File: config.mk
export PLATFORM = sky130hd
export DESIGN_NAME = aes128_rijndael_sbox
export DESIGN_NICKNAME = d
export VERILOG_FILES = /design/src/rtl/aes128_pkg.sv /design/src/rtl/aes128_rijndael_sbox.sv
export SDC_FILE = /design/constraint.sdc
export NUM_CORES = 1
export LEC_CHECK = 0
export ABC_AREA = 1
export CAP_MARGIN = 15
export CORE_ASPECT_RATIO = 1.75
export CORE_MARGIN = 8
export CORE_UTILIZATION = 41
export CTS_BUF_LIST = sky130_fd_sc_hd__clkbuf_16
export CTS_CLUSTER_DIAMETER = 60
export CTS_CLUSTER_SIZE = 24
export DETAILED_ROUTE_END_ITERATION = 8
export GPL_TIMING_DRIVEN = 0
export PLACE_DENSITY_LB_ADDON = 0.05
export SETUP_SLACK_MARGIN = 0.1
export SKIP_CTS_REPAIR_TIMING = 1
export SLEW_MARGIN = 20
export SYNTH_ARGS = -nofsm -noshare
export SYNTH_HDL_FRONTEND = slang
export SYNTH_SLANG_ARGS = --single-unit
export TNS_END_PERCENT = 10
File: constraint.sdc
create_clock -name clk_i -period 2.5 [get_ports clk_i]
set_clock_uncertainty 0.1 [all_clocks]
set_input_delay 0.25 -clock clk_i [delete_from_list [all_inputs] [get_ports clk_i]]
set_output_delay 0.25 -clock clk_i [all_outputs]
set_load 0.01 [all_outputs]
File: src/rtl/aes128_pkg.sv
// AES-128 byte substitution tables shared by the S-box block.
// INV_SBOX is referenced only when AES128_SBOX_INV_EN is defined.
package aes128_pkg;

  typedef logic [7:0] aes_byte_t;

  localparam aes_byte_t SBOX [0:255] = '{
    8'h63, 8'h7c, 8'h77, 8'h7b, 8'hf2, 8'h6b, 8'h6f, 8'hc5,
    8'h30, 8'h01, 8'h67, 8'h2b, 8'hfe, 8'hd7, 8'hab, 8'h76,
    8'hca, 8'h82, 8'hc9, 8'h7d, 8'hfa, 8'h59, 8'h47, 8'hf0,
    8'had, 8'hd4, 8'ha2, 8'haf, 8'h9c, 8'ha4, 8'h72, 8'hc0,
    8'hb7, 8'hfd, 8'h93, 8'h26, 8'h36, 8'h3f, 8'hf7, 8'hcc,
    8'h34, 8'ha5, 8'he5, 8'hf1, 8'h71, 8'hd8, 8'h31, 8'h15,
    8'h04, 8'hc7, 8'h23, 8'hc3, 8'h18, 8'h96, 8'h05, 8'h9a,
    8'h07, 8'h12, 8'h80, 8'he2, 8'heb, 8'h27, 8'hb2, 8'h75,
    8'h09, 8'h83, 8'h2c, 8'h1a, 8'h1b, 8'h6e, 8'h5a, 8'ha0,
    8'h52, 8'h3b, 8'hd6, 8'hb3, 8'h29, 8'he3, 8'h2f, 8'h84,
    8'h53, 8'hd1, 8'h00, 8'hed, 8'h20, 8'hfc, 8'hb1, 8'h5b,
    8'h6a, 8'hcb, 8'hbe, 8'h39, 8'h4a, 8'h4c, 8'h58, 8'hcf,
    8'hd0, 8'hef, 8'haa, 8'hfb, 8'h43, 8'h4d, 8'h33, 8'h85,
    8'h45, 8'hf9, 8'h02, 8'h7f, 8'h50, 8'h3c, 8'h9f, 8'ha8,
    8'h51, 8'ha3, 8'h40, 8'h8f, 8'h92, 8'h9d, 8'h38, 8'hf5,
    8'hbc, 8'hb6, 8'hda, 8'h21, 8'h10, 8'hff, 8'hf3, 8'hd2,
    8'hcd, 8'h0c, 8'h13, 8'hec, 8'h5f, 8'h97, 8'h44, 8'h17,
    8'hc4, 8'ha7, 8'h7e, 8'h3d, 8'h64, 8'h5d, 8'h19, 8'h73,
    8'h60, 8'h81, 8'h4f, 8'hdc, 8'h22, 8'h2a, 8'h90, 8'h88,
    8'h46, 8'hee, 8'hb8, 8'h14, 8'hde, 8'h5e, 8'h0b, 8'hdb,
    8'he0, 8'h32, 8'h3a, 8'h0a, 8'h49, 8'h06, 8'h24, 8'h5c,
    8'hc2, 8'hd3, 8'hac, 8'h62, 8'h91, 8'h95, 8'he4, 8'h79,
    8'he7, 8'hc8, 8'h37, 8'h6d, 8'h8d, 8'hd5, 8'h4e, 8'ha9,
    8'h6c, 8'h56, 8'hf4, 8'hea, 8'h65, 8'h7a, 8'hae, 8'h08,
    8'hba, 8'h78, 8'h25, 8'h2e, 8'h1c, 8'ha6, 8'hb4, 8'hc6,
    8'he8, 8'hdd, 8'h74, 8'h1f, 8'h4b, 8'hbd, 8'h8b, 8'h8a,
    8'h70, 8'h3e, 8'hb5, 8'h66, 8'h48, 8'h03, 8'hf6, 8'h0e,
    8'h61, 8'h35, 8'h57, 8'hb9, 8'h86, 8'hc1, 8'h1d, 8'h9e,
    8'he1, 8'hf8, 8'h98, 8'h11, 8'h69, 8'hd9, 8'h8e, 8'h94,
    8'h9b, 8'h1e, 8'h87, 8'he9, 8'hce, 8'h55, 8'h28, 8'hdf,
    8'h8c, 8'ha1, 8'h89, 8'h0d, 8'hbf, 8'he6, 8'h42, 8'h68,
    8'h41, 8'h99, 8'h2d, 8'h0f, 8'hb0, 8'h54, 8'hbb, 8'h16
  };

  localparam aes_byte_t INV_SBOX [0:255] = '{
    8'h52, 8'h09, 8'h6a, 8'hd5, 8'h30, 8'h36, 8'ha5, 8'h38,
    8'hbf, 8'h40, 8'ha3, 8'h9e, 8'h81, 8'hf3, 8'hd7, 8'hfb,
    8'h7c, 8'he3, 8'h39, 8'h82, 8'h9b, 8'h2f, 8'hff, 8'h87,
    8'h34, 8'h8e, 8'h43, 8'h44, 8'hc4, 8'hde, 8'he9, 8'hcb,
    8'h54, 8'h7b, 8'h94, 8'h32, 8'ha6, 8'hc2, 8'h23, 8'h3d,
    8'hee, 8'h4c, 8'h95, 8'h0b, 8'h42, 8'hfa, 8'hc3, 8'h4e,
    8'h08, 8'h2e, 8'ha1, 8'h66, 8'h28, 8'hd9, 8'h24, 8'hb2,
    8'h76, 8'h5b, 8'ha2, 8'h49, 8'h6d, 8'h8b, 8'hd1, 8'h25,
    8'h72, 8'hf8, 8'hf6, 8'h64, 8'h86, 8'h68, 8'h98, 8'h16,
    8'hd4, 8'ha4, 8'h5c, 8'hcc, 8'h5d, 8'h65, 8'hb6, 8'h92,
    8'h6c, 8'h70, 8'h48, 8'h50, 8'hfd, 8'hed, 8'hb9, 8'hda,
    8'h5e, 8'h15, 8'h46, 8'h57, 8'ha7, 8'h8d, 8'h9d, 8'h84,
    8'h90, 8'hd8, 8'hab, 8'h00, 8'h8c, 8'hbc, 8'hd3, 8'h0a,
    8'hf7, 8'he4, 8'h58, 8'h05, 8'hb8, 8'hb3, 8'h45, 8'h06,
    8'hd0, 8'h2c, 8'h1e, 8'h8f, 8'hca, 8'h3f, 8'h0f, 8'h02,
    8'hc1, 8'haf, 8'hbd, 8'h03, 8'h01, 8'h13, 8'h8a, 8'h6b,
    8'h3a, 8'h91, 8'h11, 8'h41, 8'h4f, 8'h67, 8'hdc, 8'hea,
    8'h97, 8'hf2, 8'hcf, 8'hce, 8'hf0, 8'hb4, 8'he6, 8'h73,
    8'h96, 8'hac, 8'h74, 8'h22, 8'he7, 8'had, 8'h35, 8'h85,
    8'he2, 8'hf9, 8'h37, 8'he8, 8'h1c, 8'h75, 8'hdf, 8'h6e,
    8'h47, 8'hf1, 8'h1a, 8'h71, 8'h1d, 8'h29, 8'hc5, 8'h89,
    8'h6f, 8'hb7, 8'h62, 8'h0e, 8'haa, 8'h18, 8'hbe, 8'h1b,
    8'hfc, 8'h56, 8'h3e, 8'h4b, 8'hc6, 8'hd2, 8'h79, 8'h20,
    8'h9a, 8'hdb, 8'hc0, 8'hfe, 8'h78, 8'hcd, 8'h5a, 8'hf4,
    8'h1f, 8'hdd, 8'ha8, 8'h33, 8'h88, 8'h07, 8'hc7, 8'h31,
    8'hb1, 8'h12, 8'h10, 8'h59, 8'h27, 8'h80, 8'hec, 8'h5f,
    8'h60, 8'h51, 8'h7f, 8'ha9, 8'h19, 8'hb5, 8'h4a, 8'h0d,
    8'h2d, 8'he5, 8'h7a, 8'h9f, 8'h93, 8'hc9, 8'h9c, 8'hef,
    8'ha0, 8'he0, 8'h3b, 8'h4d, 8'hae, 8'h2a, 8'hf5, 8'hb0,
    8'hc8, 8'heb, 8'hbb, 8'h3c, 8'h83, 8'h53, 8'h99, 8'h61,
    8'h17, 8'h2b, 8'h04, 8'h7e, 8'hba, 8'h77, 8'hd6, 8'h26,
    8'he1, 8'h69, 8'h14, 8'h63, 8'h55, 8'h21, 8'h0c, 8'h7d
  };

endpackage

File: src/rtl/aes128_rijndael_sbox.sv
// AES S-box: combinational lookup plus one optional registered stage.
// Define AES128_SBOX_INV_EN to add inv_i and the inverse table.
module aes128_rijndael_sbox
  import aes128_pkg::*;
#(
  parameter aes_byte_t RST_VAL = 8'h00
) (
  input  logic       clk_i,
  input  logic       rst_n_i,
`ifdef AES128_SBOX_INV_EN
  input  logic       inv_i,
`endif
  input  logic [7:0] data_i,
  input  logic       valid_i,
  output logic [7:0] data_o,
  output logic [7:0] data_q_o,
  output logic       valid_q_o
);

  aes_byte_t sub;
  aes_byte_t data_d, data_q;
  logic      valid_d, valid_q;

`ifdef AES128_SBOX_INV_EN
  always_comb begin
    sub = SBOX[data_i];
    if (inv_i) sub = INV_SBOX[data_i];
  end
`else
  always_comb begin
    sub = SBOX[data_i];
  end
`endif

  // Captured byte holds across idle cycles; valid follows every cycle.
  always_comb begin
    data_d  = data_q;
    valid_d = valid_i;
    if (valid_i) data_d = sub;
  end

  always_ff @(posedge clk_i) begin
    if (!rst_n_i) begin
      data_q  <= RST_VAL;
      valid_q <= 1'b0;
    end else begin
      data_q  <= data_d;
      valid_q <= valid_d;
    end
  end

  assign data_o    = sub;
  assign data_q_o  = data_q;
  assign valid_q_o = valid_q;

endmodule

==> impl_metrics.toml <==
[outcome]
status = "finished with violations"
violations = "DRC, setup timing"

[critical_path]
reg2reg_from = "data_q_o[2]$_SDFFE_PN0P_"
critPathLaunch = "data_i[2]"
crit_fanout = 13
reg2reg_slack_ps = 1730
criticalPathCategory = "in -> out"
reg2reg_to = "data_q_o[2]$_SDFFE_PN0P_"
worstPathRequired_ps = 2150
cpMaxStageDelayCell = "clkdlybuf4s50_1"
start_kind = "input port"
path_buf_inv = 5
crit_arrival_ps = 2310
r2r_cells = 4
cp_common_cell = "nand2_1"
crit_family = "buffers and inverters"
critPathMaxStageDelay_ps = 540
end_kind = "output pin"
path_cells = "clkbuf_2 > buf_6 > inv_6 > buf_12 > nand2_1 > nand2_1 > o21ai_0 > nand2_1 > nand3_1 > nand3_1 > nand3_1 > nand2_1 > clkdlybuf4s50_1"

[layout]
postLayoutCellArea_um2 = 4279
n_antenna_cell = 0
syn2layout_area_growth_pct = 26.43
final_nets = 747
drive_gt1_share_pct = 18.06

[clock_network]
cts_made_buffers = 3
clk_latency_ps = 240
cts_sinks = 9
cts_tree = "done"
clk_pin_slew_ps = 40
cts_htree_levels = 1
cts_root_buf = "clkbuf_16"
clock_path_buffers = 2

[power]
p_clk_share_pct = 19.8
switching_share_pct = 53.57
leakage_nw = 2.256
p_seq_share_pct = 10.9
p_per_area_nw_per_um2 = 346.5
worst_ir_drop_vdd_v = 0.0004187
switchingPower_uw = 794.3
combinationalPowerShare_pct = 69.2
internal_power_uw = 688.5

[yosys]
yosysMostFrequentCell = "nand2_1"
synthCells = 690
yosysTopAreaCell = "nand3_1"
synth.cell_area_um2 = 3384
synth_top_area_share_pct = 34.75
synth_edf_count = 0
ys_async_sr_fraction_pct = 0
yosysSeqAreaShare_pct = 5.323
ys_top_cells_by_area = "nand3_1 35%, nand2_1 26%, ha_1 5.5%"
syn_area_per_cell_um2 = 4.905
yosysWarnings = 0
synth_commonest_cells = "238 x nand2_1, 235 x nand3_1, 44 x nor2_1"
synth_flop_cell = "dfxtp_1"
synth_nets = 716
ys_ff_latch = 9
yosysUniqueCellTypes = 28

[floorplanning]
ios = 28
die_y_um = 136.2
die_w_um = 84.68
dieArea_um2 = 11530
coreArea_um2 = 8148
row_count = 44
start_util_pct = 41.54

[place]
dpl.hpwl_um = 16210
placed_area_um2 = 3730
io_buffers = 23
routabilityCongestion = 1.218
pre_cts_slack_ps = -1402

[routing]
ant_nets = 0
dr.pass1.iters = 9
drc = 3
wirelength_um = 23020
vias_per_cell = 6.914
routedWlPerCell_um = 28.35
vias = 5614
drt_iter0_drc = 1178

[worst_hold_path]
holdPathEnd = "data_q_o[1]$_SDFFE_PN0P_"
hold_class = "in -> reg"
hp-start = "valid_i"
hold_path_depth = 5

[timing]
hold_viol = 0
setup_viol = 1
grt_setup_unrepaired = "true"
slew_headroom_pct = 42.98
worst_pin_slew_ps = 855.3
fin_crit_ps = 2657
fmax_mhz = 376.4
report.final.slew_viol_count = 0
setup_slack_ps = -156.6
post-route-period-util_pct = 106.3

[grt]
grt_max_degree = 15
grt_usage_pct = 39.15
grt_pass1_vias = 5221
antenna_found_initial = 0
grt-ovfl-total = 0
grt_pass1_wl_um = 33070

[job]
cap_violations = 0
-- worst max-delay path by stage --
stage                      endpoint  cells past startpoint
after floorplan           data_o[7]                     13
after global placement    data_o[0]                     11
after detailed placement  data_o[0]                     11
after CTS                 data_o[0]                     11
after global routing      data_o[5]                     13
final                     data_o[5]                     13
-- flip-flops by register name, summed over array words and instances, names as in the netlist --
| register | flops |
|---|---|
| data_q_o | 8 |
| valid_q_o | 1 |
-- worst reg2reg max path, stage by stage, from the launching register on --
cell and delay [ps]:
dfxtp_1 310, nor2_1 90, nor2_1 60, nand2_1 70
inv_1 40
-- stage by stage --
stage               power, mW  TNS, ps  util, %  cells  hold slack, ps
floorplan              0.7026        0        -    690           247.6
global placement        1.043   -17190    45.78    805           408.4
detailed placement      1.028   -16270    45.78    805           422.6
CTS                     1.331   -14440    46.74    809           408.3
global route            1.534   -323.2    52.52    812           435.2
finish                  1.483   -156.6    52.52    812           400.0
-- placed cells by master (no fill, tap or decap), types with 8 or more instances in the layout --
cell	synthesis	layout
nand3_1	235	224
nand2_1	238	214
nor2_1	44	38
inv_1	30	29
nand2_2	12	27
a21oi_1	22	17
clkdlybuf4s50_1	0	12
nand3_2	1	11
buf_4	9	9
buf_2	17	9
clkbuf_2	0	9
dfxtp_1	9	9
buf_6	3	8
nand2_4	2	8
ha_1	15	8
dlymetal6s2s_1	0	8
-- area by class of cell --
cell class | instances | area, um2
Fill cell | 903 | 3869
Multi-Input combinational cell | 594 | 3114
Buffer | 50 | 346.6
Timing Repair Buffer | 26 | 279.0
Sequential cell | 9 | 180.2
Inverter | 37 | 165.2
Tap cell | 92 | 115.1
Clock buffer | 3 | 75.07
Clock inverter | 1 | 3.754
-- layer usage --
layer	GRT usage [%]	wire length (um)	part of all wire, %
met1	42.06	7174	31
met5	0	0	0
met3	13.20	3486	15
met2	61.49	9849	43
met4	31.70	2507	11
-- cells by family after synthesis --
kind of cell | count (synthesis) | synth area share [%]
AND/OR/NAND/NOR | 541 | 70.91
buffers and inverters | 87 | 12.01
AO/OA/AOI/OAI | 38 | 6.211
adder cells (fa/ha/maj) | 15 | 5.545
flip-flops | 9 | 5.323
-- power groups by stage --
stage          clock network, mW  registers (mW)  logic [mW]
2_1_floorplan                  0           0.169       0.533
3_3_place_gp                   0           0.164       0.880
3_5_place_dp                   0           0.164       0.864
4_1_cts                    0.300           0.162       0.869
5_1_grt                    0.300           0.164        1.07
6_report                   0.294           0.162        1.03
Note: power is estimated with default switching activity, not from simulation.
